===== config.mk =====
export PLATFORM = sky130hd
export DESIGN_NAME = fifo_uart_tx
export DESIGN_NICKNAME = d
export VERILOG_FILES = /design/src/rtl/uart_pkg.sv /design/src/rtl/uart_baud_gen.sv /design/src/rtl/fifo_uart_tx.sv
export SDC_FILE = /design/constraint.sdc
export NUM_CORES = 1
export LEC_CHECK = 0
export CAP_MARGIN = 20
export CORE_MARGIN = 3
export CORE_UTILIZATION = 55
export DETAILED_ROUTE_END_ITERATION = 7
export GPL_ROUTABILITY_DRIVEN = 0
export GPL_TIMING_DRIVEN = 0
export HOLD_SLACK_MARGIN = 0.06
export PLACE_DENSITY = 0.89
export SYNTH_ARGS = -nofsm -noshare
export SYNTH_HDL_FRONTEND = slang
export SYNTH_SLANG_ARGS = --single-unit

===== constraint.sdc =====
create_clock -name clk -period 2.9 [get_ports clk]
set_clock_uncertainty 0.2 [all_clocks]
set_input_delay 0.58 -clock clk [delete_from_list [all_inputs] [get_ports clk]]
set_output_delay 0.58 -clock clk [all_outputs]
set_load 0.01 [all_outputs]

===== src/rtl/uart_pkg.sv =====
// Shared types and helpers for the UART transmit/receive blocks.
// UART_TX_PARITY_EN adds the PARITY state to the transmit FSM encoding.
package uart_pkg;

  localparam logic IDLE_LEVEL = 1'b1;

  typedef enum logic [2:0] {
    IDLE   = 3'd0,
    POP    = 3'd1,
    LOAD   = 3'd2,
    START  = 3'd3,
    DATA   = 3'd4,
    STOP   = 3'd5
`ifdef UART_TX_PARITY_EN
    ,
    PARITY = 3'd6
`endif
  } tx_state_t;

  function automatic int baud_cnt_width(input int clks_per_bit);
    return (clks_per_bit > 1) ? $clog2(clks_per_bit) : 1;
  endfunction

endpackage


===== src/rtl/uart_baud_gen.sv =====
// Per-bit baud counter: counts 0..CLKS_PER_BIT-1 while enabled and pulses
// bit_done on the last count of each bit period. Shared with the RX side.
module uart_baud_gen
  import uart_pkg::*;
#(
  parameter int CLKS_PER_BIT = 16
) (
  input  logic clk,
  input  logic rst_n,
  input  logic en,
  input  logic clear,
  output logic bit_done
);

  localparam int CNT_W = baud_cnt_width(CLKS_PER_BIT);
  localparam logic [CNT_W-1:0] LAST_CNT = CNT_W'(CLKS_PER_BIT - 1);

  logic [CNT_W-1:0] cnt;

  always_ff @(posedge clk or negedge rst_n) begin
    if (!rst_n) begin
      cnt <= '0;
    end else if (clear) begin
      cnt <= '0;
    end else if (en) begin
      cnt <= (cnt == LAST_CNT) ? '0 : cnt + 1'b1;
    end
  end

  assign bit_done = en && !clear && (cnt == LAST_CNT);

endmodule


===== src/rtl/fifo_uart_tx.sv =====
// Pops bytes from a synchronous FIFO and sends each as an 8N1-style UART frame.
// Define UART_TX_PARITY_EN to insert an even-parity bit before the stop bit.
module fifo_uart_tx
  import uart_pkg::*;
#(
  parameter int DATA_WIDTH   = 8,
  parameter int CLKS_PER_BIT = 16
) (
  input  logic                  clk,
  input  logic                  rst_n,
  input  logic [DATA_WIDTH-1:0] fifo_data_in,
  input  logic                  fifo_empty_in,
  output logic                  fifo_read_en_out,
  output logic                  tx_out,
  output logic                  busy_out
);

  localparam int BIT_CW = (DATA_WIDTH > 1) ? $clog2(DATA_WIDTH) : 1;
  localparam logic [BIT_CW-1:0] LAST_BIT = BIT_CW'(DATA_WIDTH - 1);

  tx_state_t             state;
  logic [DATA_WIDTH-1:0] shift_reg;
  logic [BIT_CW-1:0]     bit_cnt;
  logic                  baud_en;
  logic                  bit_done;
`ifdef UART_TX_PARITY_EN
  logic                  parity_bit;
`endif

  // The baud counter only runs while a bit is on the line; it is held at zero
  // through IDLE, POP and LOAD so every frame starts on a fresh bit period.
  always_comb begin
    baud_en = 1'b0;
    case (state)
      START, DATA, STOP: baud_en = 1'b1;
`ifdef UART_TX_PARITY_EN
      PARITY:            baud_en = 1'b1;
`endif
      default:           baud_en = 1'b0;
    endcase
  end

  uart_baud_gen #(
    .CLKS_PER_BIT(CLKS_PER_BIT)
  ) u_baud_gen (
    .clk      (clk),
    .rst_n    (rst_n),
    .en       (baud_en),
    .clear    (!baud_en),
    .bit_done (bit_done)
  );

  always_ff @(posedge clk or negedge rst_n) begin
    if (!rst_n) begin
      state            <= IDLE;
      fifo_read_en_out <= 1'b0;
      tx_out           <= IDLE_LEVEL;
      busy_out         <= 1'b0;
      bit_cnt          <= '0;
      shift_reg        <= '0;
`ifdef UART_TX_PARITY_EN
      parity_bit       <= 1'b0;
`endif
    end else begin
      fifo_read_en_out <= 1'b0;

      // The line is a registered copy of the current state, so it trails the
      // state by one cycle; this places the start bit three edges after the pop decision.
      case (state)
        START:   tx_out <= ~IDLE_LEVEL;
        DATA:    tx_out <= shift_reg[0];
`ifdef UART_TX_PARITY_EN
        PARITY:  tx_out <= parity_bit;
`endif
        default: tx_out <= IDLE_LEVEL;
      endcase

      case (state)
        IDLE: begin
          if (!fifo_empty_in) begin
            state            <= POP;
            fifo_read_en_out <= 1'b1;
            busy_out         <= 1'b1;
          end
        end
        POP: begin
          state <= LOAD;
        end
        LOAD: begin
          shift_reg <= fifo_data_in;
`ifdef UART_TX_PARITY_EN
          parity_bit <= ^fifo_data_in;
`endif
          state     <= START;
        end
        START: begin
          if (bit_done) begin
            bit_cnt <= '0;
            state   <= DATA;
          end
        end
        DATA: begin
          if (bit_done) begin
            shift_reg <= shift_reg >> 1;
            if (bit_cnt == LAST_BIT) begin
`ifdef UART_TX_PARITY_EN
              state <= PARITY;
`else
              state <= STOP;
`endif
            end else begin
              bit_cnt <= bit_cnt + 1'b1;
            end
          end
        end
`ifdef UART_TX_PARITY_EN
        PARITY: begin
          if (bit_done) begin
            state <= STOP;
          end
        end
`endif
        STOP: begin
          if (bit_done) begin
            state    <= IDLE;
            busy_out <= 1'b0;
          end
        end
        default: begin
          state    <= IDLE;
          busy_out <= 1'b0;
        end
      endcase
    end
  end

endmodule

==> qor_table.md <==
| Metric | This run |
|---|---|
| Seq/Total Area, Yosys | 47.95% |
| DRT Wirelength | 1.828 mm |
| Number of synthesized register bits | 21 |
| Post-layout power | 474.7 uW |
| Wire length of the first global-routing pass | 3.229 mm |
| Initial core utilization | 60.97% |
| Worst min path class | register to register |
| Final Hold Viols | 0 |
| Number of flip-flops in the largest register | 8 |
| Initial DRT Pass Iterations | 4 |
| FMAX | 0.4702 GHz |
| TritonCTS clock tree | done |
| Number of rows in the core area | 15 |
| Largest delay share family, worst path | flip-flops |
| Actual slew at the worst max-slew pin | 0.9123 ns |
| Detailed Place HPWL | 1.310 mm |
| Clock Root Buffer | sky130_fd_sc_hd__clkbuf_4 |
| Fin area | 1286 um2 |
| Number of antenna violations at the first check in global routing | 0 |
| Number of remaining DRC errors | 0 |
| Core region area | 1802 um2 |
| Critical-path cell list | clkdlybuf4s50_1 |
| Slowest library cell on the worst path | sky130_fd_sc_hd__dfstp_2 |
| Required time reported for the critical path endpoint | 2.12 ns |
| TNS Setup | 0 ns |
| Post-Synth Adder-Cell Area | 3.417% |
| TritonCTS buffer count | 3 |
| Type of element capturing the critical path | output pin |
| Number of levels in the clock H-tree | 1 |
| Complex-gate fraction of the synthesized area | 9.226% |
| Number of buffers inserted by hold repair at cts | 0 |
| IR Drop Worst-Case VDD | 201.3 uV |
| Number of nets in the synthesized netlist | 102 |
| Number of different library cells in the post-synthesis netlist | 33 |
| Die boundary height | 50.69 um |
| GRT Residual Overflow | 0 |
| Hold Slack | 0.2900 ns |
| Overall routing resource usage | 16.59% |
| Clock net sink count | 21 |
| Via count of the first global-routing pass | 700 |
| Fraction of registers with async set/reset | 100.0% |
| RSZ-0062 raised after global routing | false |
| # resized after CTS | 0 |
| Core Util, Final | 71.39% |
| Largest family of logic cells by synthesized area | multiplexers |
| Run status | completed |
| I/O pin count | 14 |
| CP Launch Type | register |
| Synth Cell Area | 1099 um2 |
| Die width | 50.69 um |
| Final period demand of the worst path | 2.127 ns |
| Count of yosys warnings during synthesis | 0 |
| Signal arrival time at the worst endpoint | 1.35 ns |
| Clock Pin Slew Worst Setup and Hold Paths | 0.11 ns |
| Power per cell area | 369.1 nW/um2 |
| Total of buffers placed on input and output ports | 13 |
| Static Leak | 0.5904 nW |
| Count of inserted antenna diode cells | 0 |
| Overall via count from detail_route | 731 |
| Number of violations reported at the end of detailed-routing iteration 0 | 15 |
| Count of antenna-violating nets left after detailed routing | 0 |
| Share of the cycle needed by the critical path after routing | 73.33% |
| Number of cells produced by synthesis | 88 |
| Latest clock arrival within the worst-skew pair | 0.30 ns |
| Post-CTS setup-driven buffer insertion count | 0 |
| Maximum number of pins on one net before global-route repair | 22 |
| Buffers from clock root to sink, at most | 2 |
| Final setup violation count | 0 |
| Post-Syn Area per Cell | 12.48 um2 |
| Mux cell area share after synthesis | 18.68% |
| Post-Synth XOR/XNOR Area | 0.7973% |
| Longest individual stage delay on the worst path | 0.53 ns |
| Worst path bufs/invs | 1 |
| Fin. max-slew vios | 0 |
| EDFF count, synth | 0 |
| Area overhead of the layout relative to synthesis | 17.08% |
| Most used DFF post-synth | sky130_fd_sc_hd__dfrtp_1 |
| Number of vias per cell after detailed routing | 5.623 |
| DR WL/cell | 14.06 um |
| Placed inst area | 1260 um2 |
| Max Cap Viol | 0 |
| Critical path start-end classification | register to output pin |
| Fraction of final layout cells with drive strength greater than 1 | 25.71% |
| Max-slew headroom | 38.99% |
| Post-layout net count | 120 |
| Simple-gate portion of the synthesized area | 13.90% |
| Crit Path Max Fanout | 1 |
| Die Area | 2569 um2 |
## synthesized netlist by cell type (2+ instances only)
cell	number	share of area, %
sky130_fd_sc_hd__nor3_1	3	1.4
sky130_fd_sc_hd__mux2_2	8	8.2
sky130_fd_sc_hd__mux2_4	7	9.6
sky130_fd_sc_hd__buf_6	2	2.0
sky130_fd_sc_hd__o21ai_0	6	2.7
sky130_fd_sc_hd__inv_1	4	1.4
sky130_fd_sc_hd__nor2b_1	3	1.7
sky130_fd_sc_hd__nor2_1	3	1.0
sky130_fd_sc_hd__a22o_1	2	1.6
sky130_fd_sc_hd__a21oi_1	4	1.8
sky130_fd_sc_hd__nand3_1	2	0.91
sky130_fd_sc_hd__dfrtp_1	20	46
sky130_fd_sc_hd__nand2_1	2	0.68
sky130_fd_sc_hd__ha_1	3	3.4
## cells by family (layout without fill, tap and decap cells)
family          Yosys count  count (layout)
simple gates             23              23
flops                    21              21
mux                      16              16
compound gates           15              15
buf+inv                   9              26
fa+ha+maj                 3               3
xor+xnor                  1               1
## cell usage in the layout (no fill, tap or decap), types with 2 or more instances in the layout
cell type,n
sky130_fd_sc_hd__buf_6,2
sky130_fd_sc_hd__nand2_1,2
sky130_fd_sc_hd__clkdlybuf4s50_1,13
sky130_fd_sc_hd__nor2b_1,3
sky130_fd_sc_hd__a21oi_1,4
sky130_fd_sc_hd__nor3_1,3
sky130_fd_sc_hd__a22o_1,2
sky130_fd_sc_hd__o21ai_0,6
sky130_fd_sc_hd__dfrtp_1,20
sky130_fd_sc_hd__mux2_2,8
sky130_fd_sc_hd__nor2_1,3
sky130_fd_sc_hd__clkbuf_1,2
sky130_fd_sc_hd__nand3_1,2
sky130_fd_sc_hd__clkbuf_4,3
sky130_fd_sc_hd__ha_1,3
sky130_fd_sc_hd__mux2_4,7
sky130_fd_sc_hd__inv_1,4
## path summary, 6_finish.rpt
check                                  start      endpoint  slack, ns  cells after the start
max in group asynchronous              rst_n    bit_cnt[0]       1.36                      1
hold reg to reg                 shift_reg[0]        tx_out       0.29                      2
min in group asynchronous              rst_n  shift_reg[5]       0.58                      1
hold / removal                  shift_reg[0]        tx_out       0.29                      2
setup / recovery                      tx_out        tx_out       0.77                      1
setup reg to reg           u_baud_gen.cnt[0]  shift_reg[2]       0.92                      6
## final cells by class
cell class / count / area (um2)
Buffer: 5 / 51.30
Clock buffer: 4 / 26.28
Fill cell: 127 / 515.5
Inverter: 4 / 15.01
Multi-Input combinational cell: 58 / 505.5
Sequential cell: 21 / 526.8
Tap cell: 25 / 31.28
Timing Repair Buffer: 13 / 130.1
## per-stage QoR
step | instances | setup WS, ns
2_1_floorplan | 88 | 1.029
6_report | 130 | 0.7733
4_1_cts | 130 | 0.7618
3_5_place_dp | 126 | 0.9433
5_1_grt | 130 | 0.7388
3_3_place_gp | 126 | 0.9742
## report_power, final
group	total, mW	internal (mW)	switching [mW]
Clock	0.141	0.0535	0.0873
Combinational	0.0324	0.0219	0.0105
Sequential	0.302	0.299	0.00273
Total	0.475	0.374	0.101
## metal layers
metal	GRT usage (%)	wire length, um	up-vias	share of wire [%]
met1	20.84	879	352	48
met5	0	0	-	0
met3	4.154	110	2	6.0
met4	5.381	15	0	0.82
met2	27.83	823	25	45
li1	-	-	352	-
Power figures use the tool's default switching activity.
